`src/rtl/fp_job_driver.sv`:
```
// Host-side load/collect master for the serial FP accumulator engine.
// Optional watchdog enabled by defining DRV_TIMEOUT_EN.
module fp_job_driver #(
  parameter int unsigned GAP            = 1,
  parameter int unsigned NUM_RESULTS    = 8,
  parameter int unsigned TIMEOUT_CYCLES = 1024
) (
  input  logic        clk,
  input  logic        reset,
  input  logic        start,
  input  logic [31:0] op_a,
  input  logic [31:0] op_b,
  output logic        busy,
  output logic [15:0] peer_data,
  output logic        peer_ri,
  input  logic        peer_ro,
  input  logic [31:0] peer_result,
  input  logic [1:0]  peer_err,
  output logic [31:0] res_data,
  output logic [1:0]  res_err,
  output logic        res_valid,
  output logic        done,
  output logic        timeout
);

  localparam int unsigned GAP_W = 4;
  localparam int unsigned CNT_W = 8;
  localparam int unsigned IDX_W = 2;
`ifdef DRV_TIMEOUT_EN
  localparam int unsigned WD_W  = 16;
`endif

  if (GAP > 15 || NUM_RESULTS < 1 || NUM_RESULTS > 255 || TIMEOUT_CYCLES > 65535) begin : g_param_chk
    $error("fp_job_driver: parameter out of range");
  end

  typedef enum logic [2:0] {S_IDLE, S_SEND, S_GAP, S_WAIT, S_DONE} state_t;

  state_t             state, state_d;
  logic [IDX_W-1:0]   idx, idx_d;
  logic [GAP_W-1:0]   gap_cnt, gap_cnt_d;
  logic [CNT_W-1:0]   res_cnt, res_cnt_d;
  logic [63:0]        ops_q, ops_d;
  logic               ro_q;
  logic               rise;
  logic               busy_d, peer_ri_d, res_valid_d, done_d;
  logic [15:0]        peer_data_d;
  logic [31:0]        res_data_d;
  logic [1:0]         res_err_d;
`ifdef DRV_TIMEOUT_EN
  logic [WD_W-1:0]    wd, wd_d;
  logic               timeout_q, timeout_d;
  assign timeout = timeout_q;
`else
  assign timeout = 1'b0;
`endif

  // Only a low-to-high transition of the engine flag counts as a result.
  assign rise = peer_ro & ~ro_q;

  function automatic logic [15:0] pick_word(input logic [63:0] ops, input logic [IDX_W-1:0] i);
    case (i)
      2'd0:    pick_word = ops[63:48];
      2'd1:    pick_word = ops[47:32];
      2'd2:    pick_word = ops[31:16];
      default: pick_word = ops[15:0];
    endcase
  endfunction

  // Next-state and next-output logic; outputs are registered from these.
  always_comb begin
    state_d     = state;
    idx_d       = idx;
    gap_cnt_d   = gap_cnt;
    res_cnt_d   = res_cnt;
    ops_d       = ops_q;
    res_data_d  = res_data;
    res_err_d   = res_err;
    res_valid_d = 1'b0;
`ifdef DRV_TIMEOUT_EN
    wd_d        = wd;
    timeout_d   = timeout_q;
`endif
    case (state)
      S_IDLE: begin
        if (start) begin
          ops_d     = {op_a, op_b};
          idx_d     = '0;
          res_cnt_d = '0;
`ifdef DRV_TIMEOUT_EN
          timeout_d = 1'b0;
`endif
          state_d   = S_SEND;
        end
      end
      S_SEND: begin
        if (GAP != 0) begin
          gap_cnt_d = GAP_W'(GAP - 1);
          state_d   = S_GAP;
        end else if (idx == 2'd3) begin
          state_d = S_WAIT;
        end else begin
          idx_d = idx + 2'd1;
        end
      end
      S_GAP: begin
        if (gap_cnt != '0) begin
          gap_cnt_d = gap_cnt - 4'd1;
        end else if (idx == 2'd3) begin
          state_d = S_WAIT;
        end else begin
          idx_d   = idx + 2'd1;
          state_d = S_SEND;
        end
      end
      S_WAIT: begin
        if (rise) begin
          res_data_d  = peer_result;
          res_err_d   = peer_err;
          res_valid_d = 1'b1;
          res_cnt_d   = res_cnt + 8'd1;
          if (peer_err != 2'b00 || res_cnt_d == CNT_W'(NUM_RESULTS)) begin
            state_d = S_DONE;
          end
        end
`ifdef DRV_TIMEOUT_EN
        else if (wd <= 16'd1) begin
          timeout_d = 1'b1;
          state_d   = S_DONE;
        end else begin
          wd_d = wd - 16'd1;
        end
`endif
      end
      S_DONE:  state_d = S_IDLE;
      default: state_d = S_IDLE;
    endcase

`ifdef DRV_TIMEOUT_EN
    // Reload on WAIT entry and on every capture; a capture beats expiry.
    if (state_d == S_WAIT && (state != S_WAIT || rise)) begin
      wd_d = WD_W'(TIMEOUT_CYCLES);
    end
`endif

    busy_d      = (state_d == S_SEND) || (state_d == S_GAP) || (state_d == S_WAIT);
    peer_ri_d   = (state_d == S_SEND);
    done_d      = (state_d == S_DONE);
    peer_data_d = busy_d ? pick_word(ops_d, idx_d) : 16'h0000;
  end

  always_ff @(posedge clk) begin
    if (!reset) begin
      state     <= S_IDLE;
      idx       <= '0;
      gap_cnt   <= '0;
      res_cnt   <= '0;
      ops_q     <= '0;
      ro_q      <= 1'b0;
      busy      <= 1'b0;
      peer_data <= '0;
      peer_ri   <= 1'b0;
      res_data  <= '0;
      res_err   <= '0;
      res_valid <= 1'b0;
      done      <= 1'b0;
`ifdef DRV_TIMEOUT_EN
      wd        <= '0;
      timeout_q <= 1'b0;
`endif
    end else begin
      state     <= state_d;
      idx       <= idx_d;
      gap_cnt   <= gap_cnt_d;
      res_cnt   <= res_cnt_d;
      ops_q     <= ops_d;
      ro_q      <= peer_ro;
      busy      <= busy_d;
      peer_data <= peer_data_d;
      peer_ri   <= peer_ri_d;
      res_data  <= res_data_d;
      res_err   <= res_err_d;
      res_valid <= res_valid_d;
      done      <= done_d;
`ifdef DRV_TIMEOUT_EN
      wd        <= wd_d;
      timeout_q <= timeout_d;
`endif
    end
  end

endmodule

```
`config.mk`:
```
export PLATFORM = sky130hd
export DESIGN_NAME = fp_job_driver
export DESIGN_NICKNAME = d
export VERILOG_FILES = /design/src/rtl/fp_job_driver.sv
export SDC_FILE = /design/constraint.sdc
export NUM_CORES = 1
export LEC_CHECK = 0
export ABC_AREA = 1
export BUFFER_PORTS_ARGS = -buffer_cell sky130_fd_sc_hd__buf_4
export CAP_MARGIN = 20
export CORE_UTILIZATION = 40
export CTS_CLUSTER_SIZE = 28
export DETAILED_ROUTE_END_ITERATION = 8
export GPL_TIMING_DRIVEN = 0
export PLACE_DENSITY_LB_ADDON = 0.12
export SLEW_MARGIN = 25
export SYNTH_ARGS = -nofsm -noshare
export SYNTH_HDL_FRONTEND = slang
export SYNTH_SLANG_ARGS = --single-unit
```
`constraint.sdc`:
```
create_clock -name clk -period 1.8 [get_ports clk]
set_input_delay 0.45 -clock clk [delete_from_list [all_inputs] [get_ports clk]]
set_output_delay 0.45 -clock clk [all_outputs]
set_load 0.02 [all_outputs]
```
# Word-level counts from Yosys, hierarchy flattened

Cells that the tools add are included.

Logic and storage cells: 65
Input bits: 102
Flip-flop bits (word level): 136
Output and inout bits: 55

$add $sub $neg: 3
Eq/ne operators: 14
Reductions and logical operators: 14
Muxes and demuxes: 19
Bitwise logic cells: 2

Operators by type and width:

| kind                | number |
|---|---|
| $mux 64             | 2 |
| $pmux 16 s3         | 1 |
| $mux 8              | 2 |
| $pmux 8 s2          | 1 |
| $eq 3x2->1 const B  | 4 |
| $mux 3              | 4 |
| $pmux 3 s4          | 1 |
| $add 8x1->8 const B | 1 |
| $eq 8x4->1 const B  | 1 |
| $mux 2              | 4 |
| $pmux 4 s2          | 1 |
| $reduce_and 2->1    | 4 |
| $eq 3x1->1 const B  | 2 |
| $ne 2x2->1 const B  | 3 |
| $reduce_bool 2->1   | 3 |
| $eq 2x2->1 const B  | 2 |
| $mux 4              | 1 |
| $pmux 2 s2          | 1 |
| $reduce_bool 4->1   | 1 |
| $sub 4x1->4 const B | 1 |
| $eq 3x3->1 const B  | 1 |
| $logic_not 3->1     | 1 |
| $logic_or 1x1->1    | 3 |
| $reduce_and 3->1    | 1 |
| other kinds (6)     | 6 |

# Longest topological paths before layout

Word-level depth: 10
Mapped depth: 14
Gate-level depth less buffers: 13

# Worst setup path after synthesis

Ideal clock, no wire load.

Kind: register -> register
Start point: register gap_cnt[0]
End point: register peer_data[14]
Library setup time: 0.116 ns
Data arrival time: 1.600 ns
Buffers on the path: 1
Required time: 1.684 ns
Slack: 0.084 ns
Clock period less this slack: 1.716 ns
Cell stages (with the launch flop): 12
Path through: dfxtp_1 inv_1 ha_1 nand3_1 nor2_2 o21ai_2 nand2_4 inv_2 clkbuf_1 a31oi_1 o21ai_1 nor2_1

Word-level cells in the longest chain between the ends: 7
Elaborated cells on any way between the ends: 15
Classes of those cells: 5 x eq/ne; 5 x mux; 5 x reduce/logical

RTL lines:

| what                                     | line | RTL |
|---|---|---|
| from (decl)                              | 41   | `logic [GAP_W-1:0] gap_cnt, gap_cnt_d;` |
| from (signal assigned)                   | 174  | `gap_cnt <= gap_cnt_d;` |
| $reduce_bool 4->1 (*)                    | 107  | `if (gap_cnt != '0) begin` |
| $mux 3                                   | 107  |  |
| $pmux 3 s4                               | 84   | `case (state)` |
| $eq 3x1->1 or $eq 3x2->1 (tied branches) | 146  | `busy_d = (state_d == S_SEND) \|\| (state_d == S_GAP) \|\| (state_d == S_WAIT);` |
| $logic_or 1x1->1 (2 in a row)            | 146  |  |
| $reduce_and 2->1 (no source line)        | n/a  |  |
| to (signal assigned)                     | 179  | `peer_data <= peer_data_d;` |
| to (decl)                                | 14   | `output logic [15:0] peer_data,` |

Mark *: on every way between the ends. The rest lies on a longest branch, timed or not.
A chain may end at the register's enable or synchronous reset.

# Final worst setup path

Start point: register gap_cnt[0]
End point: register peer_data[15]

The elaborated chain is that of the path after synthesis.

==> summary.md <==
| Metric | Value |
|---|---|
| XOR/XNOR share of the synthesized area | `0.156%` |
| # DRC | `0` |
| Hold Vio Cnt, Final | `0` |
| All-Layer GR Usage | `21.8%` |
| CP delay by family, top | `simple AND/OR/NAND/NOR gates` |
| Area share of fa/ha/maj cells after synthesis | `0.669%` |
| Worst EP arrival | `about 2.2 ns` |
| Register bit total from synthesis | `136` |
| Tcrit/Tclk final | `102%` |
| Seq/Total Area, Yosys | `48.6%` |
| Top-count cell post-synth | `nor2_1` |
| Violated checks | `negative setup slack` |
| Period minus WS final | `1.84 ns` |
| PwrDens | `around 1100 mW/mm2` |
| Worst-case clock buffer depth | `2` |
| DP HPWL | `about 11 mm` |
| First-pass GRT wire length | `~24 mm` |
| TritonRoute pass-1 iters | `5` |
| Final worst slack | `-0.0433 ns` |
| Worst Setup SP | `gap_cnt[0]$_SDFFE_PN0P_` |
| Final wirelength | `15.6 mm` |
| Cell count after synthesis | `around 730` |
| Hold buffer count at CTS | `0` |
| Cell chain of the critical path | `inv_1, ha_1, nand3_2, nor2_4, o21ai_2, nand2_4, inv_2, buf_8, a31oi_2, o21ai_1, nor2_2` |
| Synth top area cells | `dfxtp_1 49%, nor2_1 10%, nand2_1 8.4%` |
| Actual slew at the worst max-slew pin | `~0.77 ns` |
| CP required | `~2.2 ns` |
| Netlist cell types | `37` |
| CTS tree | `done` |
| Met3 usage | `4.53%` |
| Wire per inst | `approximately 14 um` |
| PnR Total Power | `8.92 mW` |
| Ratio of cells with drive above 1 in the final layout | `between 30% and 40%` |
| RSZ-0062 raised after global routing | `yes` |
| Top Usage Layer GRT | `met2` |
| Nets | `1,031` |
| Max VDD drop | `approximately 560 uV` |
| Max-cap violations | `0` |
| Vias in the first global route | `4,953` |
| Slowest CP cell | `dfxtp_2` |
| Clock Tree Root | `clkbuf_16` |
| Largest net degree at the start of global routing | `17` |
| CP startpoint kind | `register` |
| Syn nets | `approximately 840` |
| Worst hold path class | `in -> reg` |
| Buffers & Inverters on Critical Path | `3` |
| Met2 Use GR | `38.1%` |
| Hold path startpoint | `peer_ro` |
| Initial antenna violation count | `0` |
| DIE HEIGHT | `around 120 um` |
| H-tree Lvls | `4` |
| RePlAce Congestion | `0.859` |
| DR vias | `between 5,000 and 6,000` |
| Top cells by count, synth | `153 x nor2_1, 136 x dfxtp_1, 126 x nand2_1` |
| Mean post-synth cell area | `7.64 um2` |
| Critical path class | `reg -> reg` |
| # diodes | `0` |
| Fmax | `542 MHz` |
| R2R Path Start | `gap_cnt[0]$_SDFFE_PN0P_` |
| Clock slew seen by the registers of the worst setup and hold paths | `0.06 ns` |
| Buffers on Ports | `155` |
| Mux contribution to synthesized area | `approximately 2.9%` |
| Worst-Skew Late Latency | `0.42 ns` |
| Max stage delay on crit path | `0.33 ns` |
| Main flop type after synthesis | `dfxtp_1` |
| Yosys warning count | `0` |
| Largest family of logic cells by synthesized area | `simple AND/OR/NAND/NOR gates` |
| Relative slew slack | `49.0%` |
| Synth top area share | `48.6%` |
| Layout overhead on the synthesized area | `43.3%` |
| Crit path max fanout | `10` |
| Ys async rst share | `0%` |
| Vias per cell | `4.81` |
| Mapped Area | `0.00561 mm2` |
| Die area | `0.0145 mm2` |
| Fin Clk Skew | `0.00892 ns` |
| CTS Sinks | `136` |
| Leakage | `3.72 nW` |
| Hold Slack | `0.220 ns` |
| Post-Synth Simple-Gate Area | `25.9%` |
| Endpoints failing setup | `1` |
| Total grt overflow | `0` |
| Row count | `42` |
| Die X | `around 120 um` |
| Post-synth EDFFs | `0` |
| Met1 usage | `about 26%` |
| Total core area | `approximately 0.013 mm2` |
| Status | `complete, but fails checks` |
| Starting Density | `a little over two fifths` |
| Fin util | `59.7%` |
| Synth Area in Compound Gates | `14.6%` |
| IO Count | `157` |
| Initial DRC Count | `~260` |
| Post-route ant nets | `0` |
| Num CTS Buffers | `17` |
| Crit. End Element | `register` |
| Post-synthesis cell type with the largest combined area | `dfxtp_1` |
| Max-slew violations | `0` |
## cells by family after synthesis
logic type,after synthesis
AND/OR/NAND/NOR,342
multiplexers,16
flip-flops,136
other,1
buffers and inverters,99
adder cells (fa/ha/maj),3
AO/OA/AOI/OAI,136
XOR/XNOR,1
## cell type report
class / instances / area, um2
Clock buffer: 20 / 467
Buffer: 39 / 234
Fill cell: 1235 / 5420
Sequential cell: 136 / 2740
Tap cell: 176 / 220
Inverter: 60 / 228
Multi-Input combinational cell: 499 / 2670
Timing Repair Buffer: 173 / 1320
Clock inverter: 12 / 163
## where the power goes
part	switching (mW)	internal [mW]	total, mW
Combinational	1.05	0.845	1.90
Clock	1.36	2.31	3.67
Sequential	0.0862	3.26	3.35
Total	2.50	6.42	8.92
## path summary, 6_finish.rpt
check / depth (start not counted) / endpoint / slack [ns]
worst max-delay path: 11 / peer_data[15]$_SDFF_PN0_ / -0.04
worst min-delay path: 3 / ro_q$_SDFF_PN0_ / 0.22
worst max register to register: 11 / peer_data[15]$_SDFF_PN0_ / -0.04
worst min register to register: 2 / ops_q[28]$_SDFF_PN0_ / 0.47
## tightest hold or removal path, delay by kind of cell
| family | cells | cell delay [ns] |
|---|---|---|
| buffers and inverters | 2 | 0.12 |
| AND/OR/NAND/NOR | 1 | 0.04 |
## cell usage in the layout, fill, tap and decap left out, drive strengths merged
cell | netlist | final
buf | 14 | 189
nand3 | 16 | 16
nand4 | 1 | 1
clkbuf | 25 | 43
conb | 1 | 1
inv | 59 | 63
nand3b | 2 | 2
clkinvlp | 0 | 2
nor3 | 5 | 5
o21a | 32 | 32
or2 | 33 | 33
o21ai | 55 | 55
dfxtp | 136 | 136
mux2i | 16 | 16
a31oi | 14 | 14
xor2 | 1 | 1
a21oi | 29 | 29
ha | 3 | 3
clkinv | 1 | 4
nand2 | 129 | 129
o211a | 2 | 2
bufinv | 0 | 3
nor2 | 156 | 156
o21bai | 2 | 2
a22oi | 2 | 2
## registers in the layout, summed over array words and instances, names as in the netlist
register   flops
ro_q           1
res_cnt        8
res_valid      1
gap_cnt        4
busy           1
idx            2
ops_q         64
peer_ri        1
res_data      32
res_err        2
done           1
state          3
peer_data     16
## stage by stage
stage / instance area (um2) / setup slack (ns) / std cells / setup TNS (ns)
after floorplan: 5610 / 0.0839 / 734 / 0
after global placement: 6990 / -0.245 / 1065 / -3.64
after detailed placement: 6990 / -0.316 / 1065 / -5.87
after CTS: 7830 / 0.00101 / 1109 / 0
after global routing: 8040 / -0.131 / 1115 / -1.80
final: 8040 / -0.0433 / 1115 / -0.0433
## per-layer routing
| metal | vias up | routed length [um] |
|---|---|---|
| met5 | - | 0 |
| met4 | 0 | 303 |
| met3 | 22 | 815 |
| met2 | 159 | 7730 |
| met1 | 2454 | 6760 |
| li1 | 2729 | - |
## repair_timing
action                     in CTS  in global routing
gates cloned                    2                  0
hold endpoints to repair        0                  0
resized for setup              40                 52
setup buffers                  10                  6
pin swaps                       8                 12
setup endpoints to repair      47                 55
No activity file was read; power rests on OpenSTA's default activity.
